===== src/rtl/clk_div_prog.sv =====
`default_nettype none
// ============================================================================
//  Module      : clk_div_prog
//  Description : Programmable integer clock divider. Produces a registered
//                divided clock for any ratio >= 2 (odd ratios spend the
//                extra cycle low), one-cycle rise/fall strobes in the
//                CLK_IN domain, and glitch-free runtime ratio changes that
//                take effect only at a period boundary.
//  Revision    : 1.0 - initial release, successor to fixed divide-by-40
// ============================================================================
module clk_div_prog #(
  parameter int CNT_W    = 16,
  parameter int DIV_INIT = 40
) (
  input  logic             CLK_IN,
  input  logic             RST,
  input  logic             EN,
  input  logic [CNT_W-1:0] DIV_VAL,
  input  logic             DIV_LOAD,
  output logic             DIV_BUSY,
  output logic             DIV_ERR,
  output logic             CLK_DIV,
  output logic             RISE_STB,
  output logic             FALL_STB
);

  // Divisor used at reset, truncated to the counter width.
  localparam logic [CNT_W-1:0] c_div_init = CNT_W'(DIV_INIT);
  // Unit constants at the two widths used below.
  localparam logic [CNT_W:0]   c_one_x    = (CNT_W+1)'(1);
  localparam logic [CNT_W-1:0] c_one      = CNT_W'(1);
  localparam logic [CNT_W-1:0] c_two      = CNT_W'(2);

  // The output level doubles as the phase state.
  typedef enum logic {
    PH_LOW  = 1'b0,
    PH_HIGH = 1'b1
  } phase_e;

  // State registers and their next-state values.
  phase_e           phase_q, phase_d;
  logic [CNT_W-1:0] cnt_q,   cnt_d;
  logic [CNT_W-1:0] div_q,   div_d;    // active divisor
  logic [CNT_W-1:0] pend_q,  pend_d;   // pending divisor
  logic             busy_q,  busy_d;
  logic             err_q,   err_d;
  logic             rise_q,  rise_d;
  logic             fall_q,  fall_d;

  // Phase lengths are computed one bit wider so D = 2^CNT_W-1 cannot wrap.
  logic [CNT_W:0]   div_x;
  logic [CNT_W:0]   cnt_x;
  logic [CNT_W:0]   low_len;
  logic [CNT_W:0]   high_len;
  logic             low_done;
  logic             high_done;
  logic             load_ok;
  logic             load_bad;
  logic             apply_pend;

  assign div_x     = {1'b0, div_q};
  assign cnt_x     = {1'b0, cnt_q};
  assign low_len   = (div_x + c_one_x) >> 1;
  assign high_len  = div_x >> 1;
  assign low_done  = (cnt_x == (low_len  - c_one_x));
  assign high_done = (cnt_x == (high_len - c_one_x));

  // Ratios below 2 cannot be produced, so such requests are rejected.
  assign load_ok   = DIV_LOAD && (DIV_VAL >= c_two);
  assign load_bad  = DIV_LOAD && (DIV_VAL <  c_two);

  // Phase sequencing, strobe generation and divisor hand-over.
  always_comb begin
    phase_d    = phase_q;
    cnt_d      = cnt_q;
    div_d      = div_q;
    pend_d     = pend_q;
    busy_d     = busy_q;
    err_d      = err_q | load_bad;
    rise_d     = 1'b0;
    fall_d     = 1'b0;
    apply_pend = 1'b0;

    if (!EN) begin
      // Idle: park low; a falling edge is still reported if we were high.
      phase_d    = PH_LOW;
      cnt_d      = '0;
      fall_d     = (phase_q == PH_HIGH);
      apply_pend = 1'b1;
    end else if (phase_q == PH_LOW) begin
      if (low_done) begin
        phase_d = PH_HIGH;
        cnt_d   = '0;
        rise_d  = 1'b1;
      end else begin
        cnt_d   = cnt_q + c_one;
      end
    end else begin
      if (high_done) begin
        // HIGH->LOW is the period boundary where a new divisor may start.
        phase_d    = PH_LOW;
        cnt_d      = '0;
        fall_d     = 1'b1;
        apply_pend = 1'b1;
      end else begin
        cnt_d      = cnt_q + c_one;
      end
    end

    // The boundary consumes the value that was already pending.
    if (apply_pend && busy_q) begin
      div_d  = pend_q;
      busy_d = 1'b0;
    end

    // A request arriving on the same edge waits for the next boundary.
    if (load_ok) begin
      pend_d = DIV_VAL;
      busy_d = 1'b1;
    end
  end

  // State register with synchronous reset to the legacy divisor.
  always_ff @(posedge CLK_IN) begin
    if (RST) begin
      phase_q <= PH_LOW;
      cnt_q   <= '0;
      div_q   <= c_div_init;
      pend_q  <= c_div_init;
      busy_q  <= 1'b0;
      err_q   <= 1'b0;
      rise_q  <= 1'b0;
      fall_q  <= 1'b0;
    end else begin
      phase_q <= phase_d;
      cnt_q   <= cnt_d;
      div_q   <= div_d;
      pend_q  <= pend_d;
      busy_q  <= busy_d;
      err_q   <= err_d;
      rise_q  <= rise_d;
      fall_q  <= fall_d;
    end
  end

  assign CLK_DIV  = phase_q;
  assign RISE_STB = rise_q;
  assign FALL_STB = fall_q;
  assign DIV_BUSY = busy_q;
  assign DIV_ERR  = err_q;

endmodule
`default_nettype wire


===== config.mk =====
export PLATFORM = sky130hd
export DESIGN_NAME = clk_div_prog
export DESIGN_NICKNAME = d
export VERILOG_FILES = /design/src/rtl/clk_div_prog.sv
export SDC_FILE = /design/constraint.sdc
export NUM_CORES = 1
export LEC_CHECK = 0
export BUFFER_PORTS_ARGS = -buffer_cell sky130_fd_sc_hd__clkbuf_2
export CAP_MARGIN = 20
export CORE_UTILIZATION = 40
export DETAILED_ROUTE_END_ITERATION = 6
export GPL_ROUTABILITY_DRIVEN = 0
export PLACE_DENSITY = 0.59
export SLEW_MARGIN = 10
export SYNTH_ARGS = -nofsm -noshare
export SYNTH_HDL_FRONTEND = slang
export SYNTH_SLANG_ARGS = --single-unit

===== constraint.sdc =====
create_clock -name CLK_IN -period 4.6 [get_ports CLK_IN]
set_input_delay 0.46 -clock CLK_IN [delete_from_list [all_inputs] [get_ports CLK_IN]]
set_output_delay 0.46 -clock CLK_IN [all_outputs]
set_load 0.01 [all_outputs]

After elaboration in Yosys (flattened, before gate mapping)
Cells that the tools add are included.
{"block": "word_totals", "register_bits": 53, "latch_bits": 0, "ramBits": 0, "mem_bits_ro": 0, "inputBits": 20, "word_cells": 36, "memories": 0}
{"block": "classes", "n_addsub": 4, "multipliers": 0, "div_mod_pow": 0, "magnitude_cmp": 2, "eq_ne": 2, "shift": 0, "muxes": 12, "bitwise": 2, "n_reduce_logical": 6}
{"operator": "$mux 16", "n": 3}
{"operator": "$eq 16x17->1", "n": 2}
{"operator": "$add 16x1->17 const B", "n": 1}
{"operator": "$sub 16x1->17 const B", "n": 1}
{"operator": "$add 16x1->16 const B", "n": 1}
{"operator": "$ge 16x2->1 const B", "n": 1}
{"operator": "$lt 16x2->1 const B", "n": 1}
{"operator": "$sub 15x1->16 const B", "n": 1}
{"operator": "$mux 1", "n": 9}
{"operator": "$logic_and 1x1->1", "n": 3}
{"operator": "$reduce_or 3->1", "n": 1}
{"operator": "$reduce_bool 2->1", "n": 1}
{"operator": "$reduce_or 2->1", "n": 1}
{"operator": "$not 1->1", "n": 1}
{"operator": "$or 1x1->1", "n": 1}

Longest topological paths before layout
Gate-level depths: netlist of the first run.
{"block": "logic_depth", "word_depth": 8, "depth_mapped": 14, "mapped_depth_nobuf": 10}

Worst setup path before layout of the first run
Ideal clock, no wire load.
{"block": "synth_timing", "path_type": "register to register", "from": "register div_q[2]", "to": "register div_q[3]", "setup_time_ps": 119, "arrival_time_ps": 3115, "t_required_ps": 4481, "path_slack_ps": 1366, "path_stages_with_launch": 15, "period_less_slack_ps": 3234, "path_cell_list": "dfxtp_1 > buf_2 > inv_1 > ha_1 > buf_4 > or4b_4 > or4_4 > a31o_1 > a22oi_1 > o2111ai_1 > o41ai_2 > buf_6 > buf_12 > mux2i_1 > nand2_1"}
{"block": "synth_via", "elab_chain_cells": 6}
{"item": "from (decl)", "line_no": "43", "source": "logic [CNT_W-1:0] div_q, div_d;"}
{"item": "from (signal assigned)", "line_no": "128", "source": "div_q <= c_div_init;"}
{"item": "from (signal assigned)", "line_no": "137", "source": "div_q <= div_d;"}
{"item": "$sub 15x1->16", "line_no": "66", "source": "assign high_done = (cnt_x == (high_len - c_one_x));"}
{"item": "$eq 16x17->1", "line_no": "66"}
{"item": "$mux 1", "line_no": "99", "source": "if (high_done) begin"}
{"item": "$mux 1", "line_no": "90", "source": "end else if (phase_q == PH_LOW) begin"}
{"item": "$mux 1", "line_no": "84", "source": "if (!EN) begin"}
{"item": "$logic_and 1x1->1", "line_no": "111", "source": "if (apply_pend && busy_q) begin"}
No other way between the ends.
A chain may end at the register's enable or synchronous reset.

Worst setup path after layout of the first run
{"block": "layout_timing", "from": "register div_q[2]", "to": "register div_q[10]"}
Same word-level chain as after synthesis.

==> impl_metrics.env, run 1 <==
export IMPL_drt_pass1_iter_count=4
export IMPL_fp_coreArea_um2=9280
export IMPL_path_clk_slew_ns=0.11
export IMPL_antenna_found_initial=0
export IMPL_rows=35
export IMPL_dp_cells=609
export IMPL_ys_async_sr_fraction=0
export IMPL_cts_htree_levels=2
export IMPL_fin_setup_tns_ns=0
export IMPL_most_used_flip_flop_cell_after_synthesis="sky130_fd_sc_hd__dfxtp_1"
export IMPL_final_critical_path_setup_slack_ns=0.988
export IMPL_final_min_clock_period_ns=3.61
export IMPL_drt_first_iter_violations=236
export IMPL_timing_reg2reg_setup_slack_ns=0.99
export IMPL_yosys_cell_count_top_type="sky130_fd_sc_hd__dfxtp_1"
export IMPL_synthDistinctLibCells=66
export IMPL_synth_top_cells_by_count="sky130_fd_sc_hd__dfxtp_1, sky130_fd_sc_hd__nand2_1, sky130_fd_sc_hd__nor2_1"
export IMPL_cts_root_buffer="sky130_fd_sc_hd__clkbuf_8"
export IMPL_drv_max_cap_violation_count=0
export IMPL_postSynthCellCount=488
export IMPL_holdCritPathClass="input pin to flip-flop"
export IMPL_launching_element_type_of_the_critical_path="flip-flop"
export IMPL_worst_skew_pair_late_latency_ns=0.32
export IMPL_cts_buffers_inserted=5
export IMPL_antenna_cells_inserted=0
export IMPL_grt_setup_unrepaired="no"
export IMPL_routed_wirelength_um=9370
export IMPL_clockBufferDepth=2
export IMPL_portBuffers=24
export IMPL_layout_overhead_on_the_synthesized_area_pct=5.57
export IMPL_grt_first_pass_wirelength_um=16300
export IMPL_ys_seq_area_frac=0.275
export IMPL_synthTopCellsByArea="sky130_fd_sc_hd__dfxtp_1, sky130_fd_sc_hd__xnor2_1, sky130_fd_sc_hd__mux2i_1"
export IMPL_synth_fp_nets=513
export IMPL_min_period_over_period=0.785
export IMPL_run_status="complete, no violations"
export IMPL_tritoncts="yes"
export IMPL_route_vias_total=3494
export IMPL_floorplan_initialDensity=0.416
export IMPL_timing_hold_violations_final=0
export IMPL_yosysWarningCount=0
export IMPL_remaining_drc_errors=0
export IMPL_multi_input_comb_area_um2=2560
export IMPL_finalNonFillerCells=617
export IMPL_post_synth_top_area_fraction=0.275
export IMPL_final_seq_area_um2=1060
export IMPL_crit_fanout=17
export IMPL_grt_start_max_net_pins=33
export IMPL_tightest_slew_ns=0.956
export IMPL_floorplan_die_height_um=100
export IMPL_power_per_cell_area_nw_per_um2=212
export IMPL_design_die_area_um2=10100
export IMPL_die_w_um=100
export IMPL_mappedNetlistArea_um2=3860
export IMPL_syn_mean_instance_area_um2=7.92
export IMPL_clock_sink_count=53
export IMPL_grt_overflow_total=0
export IMPL_routed_via_density=5.66
export IMPL_drive_above_1_share=0.102
export IMPL_dp_hpwl_um=6960
export IMPL_detailedPlace_worstSlack_ns=1.02
export IMPL_post_cts_buffers=0
export IMPL_cts_resized=0
export IMPL_first_global_vias=3315
export IMPL_max_freq_mhz=277
export IMPL_slew_headroom=0.358
export IMPL_worstSetupEndpointType="flip-flop"
export IMPL_critical_path_class="flip-flop to flip-flop"
export IMPL_track_usage=0.199
export IMPL_setup_viol=0
export IMPL_cp_data_arrival_time_ns=3.79
export IMPL_cts_hold_buf=0
export IMPL_final_hold_slack_ns=0.365
export IMPL_dominant_cell_type_by_area_after_synthesis="sky130_fd_sc_hd__dfxtp_1"
export IMPL_ant_nets=0
export IMPL_finalNetCount=512
export IMPL_vdd_drop_max_uv=155
export IMPL_fin_worst_skew_ns=0.00756
export IMPL_cp_data_required_time_ns=4.78
export IMPL_synth_edf_count=0
export IMPL_fillers=988
export IMPL_timing_max_transition_violations_final=0
export IMPL_io_pins=25
export IMPL_routedWlPerCell_um=15.2
export IMPL_yosys_register_bits=53
export IMPL_p_leak_nw=1.46
[power by group]
group	switching, mW	internal [mW]
sequential	0.0175	0.471
combinational	0.0504	0.0391
clock	0.174	0.114
[placed cells by master (no fill, tap or decap), types with 3 or more instances in the layout]
master,n
sky130_fd_sc_hd__dfxtp_1,53
sky130_fd_sc_hd__nand2_1,47
sky130_fd_sc_hd__nor2_1,38
sky130_fd_sc_hd__xnor2_1,31
sky130_fd_sc_hd__nand3_1,28
sky130_fd_sc_hd__nor4_1,26
sky130_fd_sc_hd__mux2i_1,25
sky130_fd_sc_hd__clkbuf_2,24
sky130_fd_sc_hd__xor2_1,23
sky130_fd_sc_hd__nor3_1,20
sky130_fd_sc_hd__a21oi_1,18
sky130_fd_sc_hd__nand4_1,16
sky130_fd_sc_hd__o21ai_0,15
sky130_fd_sc_hd__inv_1,14
sky130_fd_sc_hd__and3_1,8
sky130_fd_sc_hd__a31oi_1,6
sky130_fd_sc_hd__a211oi_1,6
sky130_fd_sc_hd__or3_1,5
sky130_fd_sc_hd__ha_1,5
sky130_fd_sc_hd__clkbuf_8,5
sky130_fd_sc_hd__nor2b_1,4
sky130_fd_sc_hd__and2_1,4
sky130_fd_sc_hd__and4_1,4
sky130_fd_sc_hd__buf_4,4
sky130_fd_sc_hd__a31o_2,3
sky130_fd_sc_hd__o211ai_1,3
[final cells by class]
type / count / share of cell area
Multi-Input combinational cell: 385 / 0.627
Clock buffer: 5 / 0.0169
Timing Repair Buffer: 28 / 0.0368
Sequential cell: 53 / 0.260
Clock inverter: 3 / 0.00705
Inverter: 14 / 0.0129
Tap cell: 129 / 0.0396
[critical path, cell delays in order, from the launching register on]
cell                        delay (ns)
sky130_fd_sc_hd__dfxtp_1          0.45
sky130_fd_sc_hd__inv_1            0.10
sky130_fd_sc_hd__ha_1             0.33
sky130_fd_sc_hd__or4b_4           0.54
sky130_fd_sc_hd__or4_4            0.44
sky130_fd_sc_hd__a31o_1           0.20
sky130_fd_sc_hd__a22oi_1          0.20
sky130_fd_sc_hd__o2111ai_1        0.28
sky130_fd_sc_hd__o41ai_4          0.34
sky130_fd_sc_hd__buf_4            0.32
sky130_fd_sc_hd__mux2i_1          0.22
sky130_fd_sc_hd__nor2_1           0.06
[kinds of logic (layout without fill, tap and decap cells)]
kind of cell,Yosys count,in the layout,share of synthesized area
AOI/OAI and AO/OA,80,80,0.142
xor gates and xnor gates,56,56,0.134
adders and majority gates,5,5,0.0162
buffers and inverters,50,50,0.0667
DFF,53,53,0.275
muxes,25,25,0.0647
and+or+nand+nor,219,219,0.301
[flip-flops by register name, summed over array words and instances, names as in the netlist]
| signal | count |
|---|---|
| div_q | 16 |
| FALL_STB | 1 |
| CLK_DIV | 1 |
| cnt_q | 16 |
| pend_q | 16 |
| DIV_ERR | 1 |
| DIV_BUSY | 1 |
| RISE_STB | 1 |
[path summary, 6_finish.rpt]
| check | endpoint | start | cells after the start |
|---|---|---|---|
| max | div_q[10] | div_q[2] | 11 |
| min | pend_q[0] | DIV_VAL[0] | 3 |
| max reg2reg | div_q[10] | div_q[2] | 11 |
| min reg2reg | pend_q[9] | pend_q[9] | 2 |
[stage by stage]
stage                     total power, mW  utilization  area (µm²)
final                               0.866        0.439        4080
after global placement              0.587        0.429        3980
after detailed placement            0.588        0.429        3980
after CTS                           0.879        0.439        4080
after global routing                0.910        0.439        4080
after floorplan                     0.564            -        3860
[per-layer routing]
layer | GRT usage | vias up | routed length [µm]
met5 | 0 | - | 0
met4 | 0.0702 | 0 | 140
met3 | 0.0313 | 11 | 364
met2 | 0.328 | 73 | 4320
met1 | 0.263 | 1639 | 4540
li1 | - | 1771 | -
Power figures use the tool's default switching activity.
==> inputs of run 2 (changes only) <==
clock period = 3.75 ns   (was 4.6 ns; I/O delays follow)
==> impl_metrics.env, run 2 (same netlist as run 1, synthesis figures left out) <==
export IMPL_floorplan_initialDensity=0.416
export IMPL_dp_hpwl_um=7390
export IMPL_mostFrequentLayoutCells="sky130_fd_sc_hd__dfxtp_1, sky130_fd_sc_hd__nand2_1, sky130_fd_sc_hd__nor2_1"
export IMPL_grt_overflow_total=0
export IMPL_tightest_slew_ns=0.887
export IMPL_postPlaceCellArea_um2=4070
export IMPL_max_freq_mhz=288
export IMPL_ant_nets=0
export IMPL_routed_via_density=5.71
export IMPL_detailedPlace_worstSlack_ns=0.309
export IMPL_cts_root_buffer="sky130_fd_sc_hd__clkbuf_8"
export IMPL_route_vias_total=3592
export IMPL_fin_worst_skew_ns=0.00811
export IMPL_tritoncts="yes"
export IMPL_clock_sink_count=53
export IMPL_r2r_path_end="div_q[11]"
export IMPL_die_w_um=100
export IMPL_timing_max_transition_violations_final=0
export IMPL_finalNonFillerCells=629
export IMPL_crit_fanout=17
export IMPL_clockBufferDepth=2
export IMPL_io_pins=25
export IMPL_cts_hold_buf=0
export IMPL_routed_wirelength_um=9640
export IMPL_cp_data_arrival_time_ns=3.66
export IMPL_fp_coreArea_um2=9280
export IMPL_rows=35
export IMPL_total_non_filler_cell_area_in_the_finished_layout_um2=4170
export IMPL_holdCritPathClass="input pin to flip-flop"
export IMPL_min_period_over_period=0.927
export IMPL_grt_setup_unrepaired="no"
export IMPL_dp_cells=621
export IMPL_total_power_mw=1.05
export IMPL_p_leak_nw=1.52
export IMPL_critical_path_startpoint="div_q[2]"
export IMPL_antenna_cells_inserted=0
export IMPL_portBuffers=24
export IMPL_crit_end="div_q[11]"
export IMPL_run_status="complete, no violations"
export IMPL_post_cts_buffers=0
export IMPL_cp_data_required_time_ns=3.93
export IMPL_timing_reg2reg_setup_slack_ns=0.27
export IMPL_path_clk_slew_ns=0.11
export IMPL_final_hold_slack_ns=0.287
export IMPL_finalNetCount=524
export IMPL_cts_htree_levels=2
export IMPL_cts_buffers_inserted=5
export IMPL_worstSetupEndpointType="flip-flop"
export IMPL_floorplan_die_height_um=100
export IMPL_slew_headroom=0.404
export IMPL_worstReg2RegStart="div_q[2]"
export IMPL_final_min_clock_period_ns=3.48
export IMPL_grt_start_max_net_pins=33
export IMPL_grt_first_pass_wirelength_um=16800
export IMPL_final_critical_path_setup_slack_ns=0.274
export IMPL_drt_first_iter_violations=285
export IMPL_rr_worst_depth=12
export IMPL_layout_overhead_on_the_synthesized_area_pct=7.83
export IMPL_fin_setup_tns_ns=0
export IMPL_fillers=957
export IMPL_drt_pass1_iter_count=5
export IMPL_timing_hold_violations_final=0
export IMPL_track_usage=0.207
export IMPL_critical_path_class="flip-flop to flip-flop"
export IMPL_antenna_found_initial=0
export IMPL_worst_skew_pair_late_latency_ns=0.31
export IMPL_setup_viol=0
export IMPL_routedWlPerCell_um=15.3
export IMPL_remaining_drc_errors=0
export IMPL_launching_element_type_of_the_critical_path="flip-flop"
export IMPL_largest_registers="cnt_q (16), div_q (16), pend_q (16)"
export IMPL_first_global_vias=3441
export IMPL_vdd_drop_max_uv=188
export IMPL_drv_max_cap_violation_count=0
export IMPL_layout_commonest_cell="sky130_fd_sc_hd__dfxtp_1"
export IMPL_finish_utilization=0.449
export IMPL_drive_above_1_share=0.126
export IMPL_design_die_area_um2=10100
export IMPL_power_per_cell_area_nw_per_um2=252
run 2: changes by cell type in the layout (fill, tap and decap cells not counted):
cell	before	now
sky130_fd_sc_hd__clkinvlp_4	0	1
sky130_fd_sc_hd__clkinv_2	0	1
sky130_fd_sc_hd__nor3_1	20	19
sky130_fd_sc_hd__clkinv_4	1	0
sky130_fd_sc_hd__inv_8	1	0
sky130_fd_sc_hd__nor3_2	0	1
sky130_fd_sc_hd__buf_4	4	16
run 2: how the worst min path moves through the flow:
stage / start / to / slack, ns / cells past startpoint
floorplan: pend_q[10] / pend_q[10] / 0.44 / 2
global placement: pend_q[8] / pend_q[8] / 0.45 / 2
detailed placement: pend_q[11] / pend_q[11] / 0.45 / 2
CTS: DIV_VAL[5] / pend_q[5] / 0.28 / 3
global route: DIV_VAL[8] / pend_q[8] / 0.28 / 3
finish: DIV_VAL[5] / pend_q[5] / 0.29 / 3
run 2: power breakdown:
part	switching [mW]	internal (mW)
Combinational	0.0684	0.0507
Sequential	0.0165	0.578
Clock	0.204	0.133
Total	0.289	0.762
run 2: final cells by class:
| class | count | area, µm² | share of cell area |
|---|---|---|---|
| multi-input combinational | 385 | 2560 | 0.615 |
| sequential | 53 | 1060 | 0.255 |
| timing repair buffer | 40 | 240 | 0.0576 |
| tap | 129 | 161 | 0.0387 |
| clock buffer | 5 | 68.8 | 0.0165 |
| inverter | 14 | 52.6 | 0.0126 |
| clock inverter | 3 | 21.3 | 0.00510 |
run 2: critical path, cell delays in order, from the launching register on:
cell and delay, ns:
sky130_fd_sc_hd__dfxtp_1 0.38, sky130_fd_sc_hd__buf_4 0.18, sky130_fd_sc_hd__inv_1 0.05, sky130_fd_sc_hd__ha_1 0.15, sky130_fd_sc_hd__or4b_4 0.49, sky130_fd_sc_hd__or4_4 0.44, sky130_fd_sc_hd__a31o_1 0.20, sky130_fd_sc_hd__a22oi_1 0.19
sky130_fd_sc_hd__o2111ai_1 0.28, sky130_fd_sc_hd__o41ai_4 0.35, sky130_fd_sc_hd__buf_4 0.33, sky130_fd_sc_hd__mux2i_1 0.23, sky130_fd_sc_hd__nor2_1 0.05
run 2: what timing repair did:
item	4_1_cts	5_1_grt
endpoints found under the setup margin	0	1
hold endpoints to repair	0	0
resized for setup	0	1
run 2: per-layer routing:
layer	global-route usage	share of wire
met5	0	0
met4	0.0658	0.018
met3	0.0258	0.043
met2	0.350	0.47
met1	0.275	0.47
